--- src/rtl/gat_feat_rd_pkg.sv ---
// Shared types and constants for the GAT feature readback path.
// Honours GAT_FEAT_RD_PACK_EN (four 8-bit features per stream beat).
package gat_feat_rd_pkg;

  typedef enum logic [1:0] {
    IDLE  = 2'd0,
    READ  = 2'd1,
    DRAIN = 2'd2
  } rd_state_e;

  localparam int BYTE_ADDR_SHIFT = 2;
  localparam int PACK_RATIO      = 4;
  localparam int DATA_W          = 32;

  function automatic int beats_per_frame(input int depth);
`ifdef GAT_FEAT_RD_PACK_EN
    return depth / PACK_RATIO;
`else
    return depth;
`endif
  endfunction

endpackage

--- src/rtl/gat_sync_fifo.sv ---
// Small synchronous FIFO with occupancy count; simultaneous push and pop
// are accepted even when full.
module gat_sync_fifo
  import gat_feat_rd_pkg::*;
#(
  parameter int DEPTH = 3,
  parameter int WIDTH = DATA_W,
  parameter int CNT_W = $clog2(DEPTH + 1)
) (
  input  logic             clk,
  input  logic             rst_n,
  input  logic             i_push,
  input  logic [WIDTH-1:0] i_data,
  input  logic             i_pop,
  output logic [WIDTH-1:0] o_data,
  output logic [CNT_W-1:0] o_count,
  output logic             o_empty
);

  localparam int PTR_W = (DEPTH > 1) ? $clog2(DEPTH) : 1;

  logic [WIDTH-1:0] r_mem [DEPTH];
  logic [PTR_W-1:0] r_wr_ptr;
  logic [PTR_W-1:0] r_rd_ptr;
  logic [CNT_W-1:0] r_count;
  logic             w_do_push;
  logic             w_do_pop;
  logic             w_full;

  function automatic logic [PTR_W-1:0] ptr_inc(input logic [PTR_W-1:0] p);
    return (p == PTR_W'(DEPTH - 1)) ? '0 : p + PTR_W'(1);
  endfunction

  assign w_full    = (r_count == CNT_W'(DEPTH));
  assign o_empty   = (r_count == '0);
  assign w_do_pop  = i_pop && !o_empty;
  assign w_do_push = i_push && (!w_full || w_do_pop);
  assign o_data    = r_mem[r_rd_ptr];
  assign o_count   = r_count;

  // storage, pointers and occupancy
  always_ff @(posedge clk or negedge rst_n) begin
    if (!rst_n) begin
      for (int i = 0; i < DEPTH; i++) r_mem[i] <= '0;
      r_wr_ptr <= '0;
      r_rd_ptr <= '0;
      r_count  <= '0;
    end else begin
      if (w_do_push) begin
        r_mem[r_wr_ptr] <= i_data;
        r_wr_ptr        <= ptr_inc(r_wr_ptr);
      end
      if (w_do_pop) begin
        r_rd_ptr <= ptr_inc(r_rd_ptr);
      end
      case ({w_do_push, w_do_pop})
        2'b10:   r_count <= r_count + CNT_W'(1);
        2'b01:   r_count <= r_count - CNT_W'(1);
        default: r_count <= r_count;
      endcase
    end
  end

endmodule

--- src/rtl/gat_feat_stream_reader.sv ---
// Walks the GAT new-feature BRAM after gat_ready and streams it as one framed AXI-Stream burst.
// Build option GAT_FEAT_RD_PACK_EN packs four 8-bit features per beat.
module gat_feat_stream_reader
  import gat_feat_rd_pkg::*;
#(
  parameter int NUM_SUBGRAPHS      = 2708,
  parameter int NUM_FEATURE_OUT    = 16,
  parameter int NEW_FEATURE_DEPTH  = NUM_SUBGRAPHS * NUM_FEATURE_OUT,
  parameter int NEW_FEATURE_ADDR_W = $clog2(NEW_FEATURE_DEPTH),
  parameter int RD_LATENCY         = 1,
  parameter int FIFO_DEPTH         = RD_LATENCY + 2
) (
  input  logic                            clk,
  input  logic                            rst_n,
  input  logic                            start,
  input  logic                            gat_ready,
  output logic                            busy,
  output logic                            done,
  output logic [NEW_FEATURE_ADDR_W+1:0]   feat_bram_addrb,
  input  logic [31:0]                     feat_bram_dout,
  output logic [31:0]                     m_axis_tdata,
  output logic                            m_axis_tvalid,
  input  logic                            m_axis_tready,
  output logic                            m_axis_tlast
);

  localparam int BEATS  = beats_per_frame(NEW_FEATURE_DEPTH);
  localparam int BEAT_W = (BEATS > 1) ? $clog2(BEATS) : 1;
  localparam int FCNT_W = $clog2(FIFO_DEPTH + 1);
  localparam int CRED_W = $clog2(FIFO_DEPTH + RD_LATENCY + 1) + 1;

  rd_state_e                     r_state;
  rd_state_e                     w_state_nxt;
  logic [NEW_FEATURE_ADDR_W-1:0] r_rd_idx;
  logic [RD_LATENCY-1:0]         r_vld;
  logic [BEAT_W-1:0]             r_out_idx;
  logic                          r_busy;
  logic                          r_done;

  logic [CRED_W-1:0]             w_in_flight;
  logic                          w_credit_ok;
  logic                          w_accept;
  logic                          w_issue;
  logic                          w_last_issue;
  logic                          w_tap;
  logic                          w_push;
  logic [31:0]                   w_push_data;
  logic [31:0]                   w_fifo_data;
  logic [FCNT_W-1:0]             w_fifo_cnt;
  logic                          w_fifo_empty;
  logic                          w_tvalid;
  logic                          w_hs;
  logic                          w_last_beat;
  logic                          w_final_hs;

  // reads still travelling through the BRAM pipeline
  always_comb begin
    w_in_flight = '0;
    for (int i = 0; i < RD_LATENCY; i++) begin
      w_in_flight = w_in_flight + CRED_W'(r_vld[i]);
    end
  end

  // Credit covers in-flight reads as well as buffered beats, so a push always finds room.
  assign w_credit_ok  = (w_in_flight + CRED_W'(w_fifo_cnt)) < CRED_W'(FIFO_DEPTH);
  assign w_accept     = (r_state == IDLE) && start && gat_ready;
  assign w_issue      = (r_state == READ) && w_credit_ok;
  assign w_last_issue = w_issue && (r_rd_idx == NEW_FEATURE_ADDR_W'(NEW_FEATURE_DEPTH - 1));
  assign w_tap        = r_vld[RD_LATENCY-1];
  assign w_tvalid     = !w_fifo_empty;
  assign w_hs         = w_tvalid && m_axis_tready;
  assign w_last_beat  = (r_out_idx == BEAT_W'(BEATS - 1));
  assign w_final_hs   = w_hs && w_last_beat;

`ifdef GAT_FEAT_RD_PACK_EN
  logic [1:0]  r_pack_cnt;
  logic [23:0] r_pack;

  if (NEW_FEATURE_DEPTH % PACK_RATIO != 0) begin : g_depth_chk
    $error("NEW_FEATURE_DEPTH must be a multiple of PACK_RATIO");
  end

  assign w_push      = w_tap && (r_pack_cnt == 2'd3);
  assign w_push_data = {feat_bram_dout[7:0], r_pack};

  // gather the first three bytes of each packed beat, little-endian
  always_ff @(posedge clk or negedge rst_n) begin
    if (!rst_n) begin
      r_pack_cnt <= 2'd0;
      r_pack     <= 24'd0;
    end else if (w_tap) begin
      r_pack_cnt <= r_pack_cnt + 2'd1;
      case (r_pack_cnt)
        2'd0:    r_pack[7:0]   <= feat_bram_dout[7:0];
        2'd1:    r_pack[15:8]  <= feat_bram_dout[7:0];
        2'd2:    r_pack[23:16] <= feat_bram_dout[7:0];
        default: r_pack        <= r_pack;
      endcase
    end
  end
`else
  assign w_push      = w_tap;
  assign w_push_data = feat_bram_dout;
`endif

  gat_sync_fifo #(
    .DEPTH (FIFO_DEPTH),
    .WIDTH (32),
    .CNT_W (FCNT_W)
  ) u_fifo (
    .clk     (clk),
    .rst_n   (rst_n),
    .i_push  (w_push),
    .i_data  (w_push_data),
    .i_pop   (w_hs),
    .o_data  (w_fifo_data),
    .o_count (w_fifo_cnt),
    .o_empty (w_fifo_empty)
  );

  // next-state decode
  always_comb begin
    w_state_nxt = r_state;
    case (r_state)
      IDLE: begin
        if (w_accept) w_state_nxt = READ;
        else          w_state_nxt = IDLE;
      end
      READ: begin
        if (w_last_issue) w_state_nxt = DRAIN;
        else              w_state_nxt = READ;
      end
      DRAIN: begin
        if (w_final_hs) w_state_nxt = IDLE;
        else            w_state_nxt = DRAIN;
      end
      default: w_state_nxt = IDLE;
    endcase
  end

  // state, read index, latency pipe, beat index and status flags
  always_ff @(posedge clk or negedge rst_n) begin
    if (!rst_n) begin
      r_state   <= IDLE;
      r_rd_idx  <= '0;
      r_vld     <= '0;
      r_out_idx <= '0;
      r_busy    <= 1'b0;
      r_done    <= 1'b0;
    end else begin
      r_state <= w_state_nxt;
      if (w_issue) begin
        r_rd_idx <= w_last_issue ? '0 : r_rd_idx + NEW_FEATURE_ADDR_W'(1);
      end
      r_vld[0] <= w_issue;
      for (int i = 1; i < RD_LATENCY; i++) r_vld[i] <= r_vld[i-1];
      if (w_hs) begin
        r_out_idx <= w_last_beat ? '0 : r_out_idx + BEAT_W'(1);
      end
      if (w_accept)        r_busy <= 1'b1;
      else if (w_final_hs) r_busy <= 1'b0;
      r_done <= w_final_hs;
    end
  end

  assign feat_bram_addrb = {r_rd_idx, {BYTE_ADDR_SHIFT{1'b0}}};
  assign m_axis_tvalid   = w_tvalid;
  assign m_axis_tdata    = w_tvalid ? w_fifo_data : 32'd0;
  assign m_axis_tlast    = w_tvalid && w_last_beat;
  assign busy            = r_busy;
  assign done            = r_done;

endmodule
--- config.mk ---
export PLATFORM = sky130hd
export DESIGN_NAME = gat_feat_stream_reader
export DESIGN_NICKNAME = d
export VERILOG_FILES = /design/src/rtl/gat_feat_rd_pkg.sv /design/src/rtl/gat_sync_fifo.sv /design/src/rtl/gat_feat_stream_reader.sv
export SDC_FILE = /design/constraint.sdc
export NUM_CORES = 1
export LEC_CHECK = 0
export CORE_ASPECT_RATIO = 0.7
export CORE_MARGIN = 5
export CORE_UTILIZATION = 60
export CTS_BUF_LIST = sky130_fd_sc_hd__clkbuf_16
export CTS_CLUSTER_DIAMETER = 50
export CTS_CLUSTER_SIZE = 20
export DETAILED_ROUTE_END_ITERATION = 6
export GPL_TIMING_DRIVEN = 1
export MAX_ROUTING_LAYER = met4
export PLACE_DENSITY_LB_ADDON = 0.1
export SLEW_MARGIN = 10
export SYNTH_ARGS = -nofsm -noshare
export SYNTH_HDL_FRONTEND = slang
export SYNTH_HIERARCHICAL = 1
export SYNTH_SLANG_ARGS = --single-unit
--- constraint.sdc ---
create_clock -name clk -period 3.55 [get_ports clk]
set_input_delay 0.71 -clock clk [delete_from_list [all_inputs] [get_ports clk]]
set_output_delay 0.71 -clock clk [all_outputs]
set_load 0.02 [all_outputs]
### Word-level counts from Yosys, hierarchy flattened

Index checks and enable logic that the tools add are counted.

* bits of input ports: 37
* register bits: 139
* logic and storage cells: 69
* output and inout bits: 54

* bitwise logic cells: 2
* mux-type cells: 18
* $add $sub $neg: 7
* magnitude comparators: 4
* reductions and logical operators: 17
* eq/ne operators: 9

Operators by type and width (number)
* 32-bit 2-to-1 mux: 4
* 96-bit bitwise mux: 1
* 32-bit binary-select mux with 2-bit select: 1
* 32-bit demux with 2-bit select: 1
* 16-bit by 1-bit adder with 16-bit output (second input constant): 2
* 16-bit == test (second input constant): 2
* 16-bit 2-to-1 mux: 2
* 2-bit == test (second input constant): 5
* 1-bit logical AND: 10
* 2-bit 2-to-1 mux: 4
* 2-bit by 1-bit adder with 2-bit output (second input constant): 3
* 3-bit greater-or-equal comparator (second input constant): 2
* 2-bit NOT with 3-bit output: 2
* 2-bit case mux with 3 select lines: 1
* 2-bit by 1-bit == test with 1-bit output (second input constant): 2
* 2-bit zero test: 2
* 2-bit case mux with 2 select lines: 1
* 2-bit nonzero test: 2
* 1-bit by 2-bit adder with 3-bit output: 1
* 3-bit by 1-bit < comparator with 1-bit output (second input constant): 1
* 3-bit by 2-bit < comparator with 1-bit output (second input constant): 1
* 1-bit 2-to-1 mux: 3
* 1-bit zero test: 2
* 2-bit by 1-bit subtractor with 2-bit output (second input constant): 1
* 1-bit logical OR: 1

### Logic depth before layout (Yosys ltp)

* depth after elaboration: 8
* mapped depth: 9
* gate-level depth less buffers: 7

### Modules after synthesis

Netlist, hierarchy kept.

Modules (own cells, without submodules)
* gat_sync_fifo: sequential area each 2552.4 sq um, instances 1, area each 4772.1 sq um, cells an instance 343
* gat_feat_stream_reader: sequential area each 925.9 sq um, instances 1, area each 2052.0 sq um, cells an instance 216

### Worst setup path after synthesis

Ideal clock, no wire load.

* path kind: reg-to-output
* from: register r_out_idx[6]
* to: output m_axis_tlast
* setup slack: 0.961 ns
* cell stages (with the launch flop): 5
* required time: 2.840 ns
* data arrival time: 1.879 ns
* buffers on the path: 1
* path through: dfrtp_1 or4_1 or4_1 buf_6 nor2_1

* longest elaborated chain between the ends: 2

RTL lines
* start: declaration: RTL line gat_feat_stream_reader.sv:36 `logic [BEAT_W-1:0] r_out_idx;`
* start signal: assignment: RTL line gat_feat_stream_reader.sv:158 `r_out_idx <= w_last_beat ? '0 : r_out_idx + BEAT_W'(1);`
* 16-bit == test: RTL line gat_feat_stream_reader.sv:72 `assign w_last_beat = (r_out_idx == BEAT_W'(BEATS - 1));`
* 1-bit logical AND: RTL line gat_feat_stream_reader.sv:169 `assign m_axis_tlast = w_tvalid && w_last_beat;`
* end: declaration: RTL line gat_feat_stream_reader.sv:24 `output logic m_axis_tlast`

No other way between the ends.

### Worst setup path in the final report

Same ends and word-level chain as after synthesis.

==> results.py <==
metrics = {
    "cts": {
        "htree_levels": 4,
        "cts_buffers": 17,
        "post_cts_resized": 0,
        "clockRootBuffer": "clkbuf_16",
        "cts_hold_buf": 0,
        "cts.clk_slew.worst_paths_ps": 60,
        "cts_max_path_buffers": 2,
        "tritoncts": "done",
        "post_cts_buffers": 0,
        "clock_sinks": 139,
        "clk_latency_ps": 420,
    },
    "power": {
        "cellPowerDensity_mw_per_mm2": 970.1,
        "vdd_ir_drop_max_uv": 604.4,
        "leakagePower_uw": 0.003688,
    },
    "layout": {
        "diodes": 0,
        "final_cell_mix": "dfrtp_1, clkdlybuf4s50_1, mux2_4",
        "syn_to_final_growth_pct": 24.09,
        "final_core_util": 0.7663,
        "layout.cells.non_filler": 817,
        "final_common_cell": "dfrtp_1",
        "layout.nets": 692,
        "drive_gt1_frac": 0.2395,
    },
    "timing": {
        "rsz0062_at_grt": "false",
        "post-route-min-period_ps": 3420,
        "timing.fmax_ghz": 0.2924,
        "finalSetupViolations": 0,
        "finalSetupTns_ps": 0,
        "slew_headroom": 0.6488,
        "fin_ws_ps": 129.6,
        "hold_viol": 0,
        "tightest_slew_ps": 526.7,
        "fin_skew_ps": 7.037,
        "timing.hold.ws_ps": 189.8,
        "post-route-period-util": 0.9635,
        "maxSlewViolCount": 0,
    },
    "global_route": {
        "grt_use_total": 0.2327,
        "grt_start_max_net_pins": 64,
        "grt_pass1_vias": 4822,
        "grt_first_pass_wirelength_um": 24140,
        "globalRouteOverflowTotal": 0,
        "antenna_found_initial": 0,
    },
    "logic_synthesis": {
        "syn_area_per_cell_um2": 12.21,
        "synth_cells": 559,
        "yosys_register_bits": 139,
        "synth_edf_count": 0,
        "postSynth.asyncResetShare": 1.000,
        "synth_cell_types": 46,
        "yosysWarningCount": 6,
        "netlist_area_mm2": 0.006824,
        "synth-seq-area-share": 0.5097,
        "yosys_most_used_dff": "dfrtp_1",
    },
    "routing": {
        "drc": 0,
        "vias": 4563,
        "drt-total-wl_um": 14880,
        "wl_per_cell_um": 18.21,
        "dr.pass1.iters": 4,
        "viasPerCell": 5.585,
        "drt_iter0_markers": 225,
        "final_antenna_net_count": 0,
    },
    "floorplanning": {
        "die-width_um": 137.5,
        "dieArea_mm2": 0.01364,
        "initial_core_util": 0.6175,
        "dieHeight_um": 99.23,
        "num_rows": 32,
        "fp.coreArea_mm2": 0.01105,
        "pin_count": 91,
    },
    "critical_path": {
        "path_class": "flop to output port",
        "cp.arrival_ps": 2710,
        "crit_required_ps": 2840,
        "crit_fanout": 6,
        "rr_endpoint": "r_rd_idx[1]",
        "critPathSlowestCell": "clkdlybuf4s50_1",
        "crit_path_frequent_cell": "or4_1",
        "r2r_slack_ps": 1060,
        "r2r_cells": 6,
        "worstPathCellList": "or4_1 -> or4_1 -> nor2_1 -> clkdlybuf4s50_1",
        "reg2reg_from": "r_vld",
        "start_kind": "flop",
        "crit_path_max_incr_delay_ps": 620,
        "cp-end-kind": "output port",
    },
    "min_path": {
        "hold_path.class": "primary input to asynchronous set/reset pin",
    },
    "job": {
        "drv_cap": 0,
    },
    "place": {
        "dp.cells": 785,
        "port_buffers": 88,
        "gp_congestion": 0.8295,
        "dp_hpwl_um": 9564,
        "pre_cts_slack_ps": 566.1,
    },
    "run_status": {
        "status": "finished clean",
    },
}
[cell type report]
class,count,area (um2)
tap,153,191.4
inverter,7,26.28
sequential,139,3480
fill,736,2582
multi-input combinational,383,3152
clock inverter,15,173.9
timing repair buffer,103,1020
clock buffer,17,425.4
[routing by layer]
| metal | part of all wire | routed length, um | vias up | global-route usage |
|---|---|---|---|---|
| met5 | 0 | 0 | - | - |
| met4 | 0.014 | 206 | 0 | 0.08129 |
| met3 | 0.051 | 758 | 19 | 0.04601 |
| met2 | 0.46 | 6818 | 120 | 0.3490 |
| met1 | 0.48 | 7096 | 2289 | 0.3185 |
| li1 | - | - | 2135 | - |
[per-stage QoR]
| step | power (uW) | cell area (um2) |
|---|---|---|
| final | 8215 | 8468 |
| after global routing | 8643 | 8468 |
| after CTS | 8250 | 8468 |
| after detailed placement | 6415 | 7869 |
| after global placement | 6281 | 7869 |
| after floorplan | 5132 | 6828 |
[logic make-up after synthesis]
family / share of synthesized area
adder cells (fa/ha/maj): 0.007334
multiplexers: 0.2409
other: 0.0005495
buffers and inverters: 0.03227
AO/OA/AOI/OAI: 0.05116
XOR/XNOR: 0.02695
flip-flops: 0.5097
AND/OR/NAND/NOR: 0.1311
[Yosys cell counts (4+ instances only)]
cell | n | share of area
mux2_2 | 38 | 0.063
inv_1 | 7 | 0.0039
and3_1 | 5 | 0.0046
a21oi_1 | 7 | 0.0051
nor2_1 | 21 | 0.012
mux2i_1 | 33 | 0.048
or3_1 | 6 | 0.0055
nand2_1 | 50 | 0.028
buf_6 | 8 | 0.013
dfrtp_1 | 139 | 0.51
clkbuf_1 | 13 | 0.0072
xor2_1 | 7 | 0.0090
nand3_1 | 7 | 0.0051
nand4_1 | 10 | 0.0092
o21ai_1 | 6 | 0.0044
xnor2_1 | 14 | 0.018
mux2_4 | 59 | 0.13
buf_2 | 8 | 0.0059
or4_1 | 4 | 0.0044
o31ai_1 | 4 | 0.0044
nor2b_1 | 35 | 0.032
ha_1 | 4 | 0.0073
o21ai_0 | 39 | 0.029
[power by group]
part / leakage, uW / switching [uW] / internal (uW)
logic: 0.00170 / 1640 / 2030
clock network: 0.000283 / 677 / 1100
registers: 0.00170 / 509 / 2260
total: 0.00369 / 2820 / 5390
[state kept, by name (all words and copies together), names as in the netlist, 2 cells and up]
signal and cells:
r_rd_idx 16, r_state 2, u_fifo/r_mem 96, u_fifo/o_count 2, r_out_idx 16, u_fifo/r_wr_ptr 2
u_fifo/r_rd_ptr 2
[worst max-delay path: cells and delay by family, from the launching register on]
kind                   cells  cell delay, ps
and+or+nand+nor            3            1250
buffers and inverters      1             620
DFF                        1             430
[worst max-delay path by stage]
stage,from,to,slack [ps],depth (start not counted)
after floorplan,r_out_idx[6],m_axis_tlast,960,4
after global placement,r_out_idx[6],m_axis_tlast,640,4
after detailed placement,r_out_idx[6],m_axis_tlast,570,4
after CTS,r_out_idx[6],m_axis_tlast,120,4
after global routing,r_out_idx[6],m_axis_tlast,40,4
final,r_out_idx[6],m_axis_tlast,130,4
No activity file was read; power rests on OpenSTA's default activity.
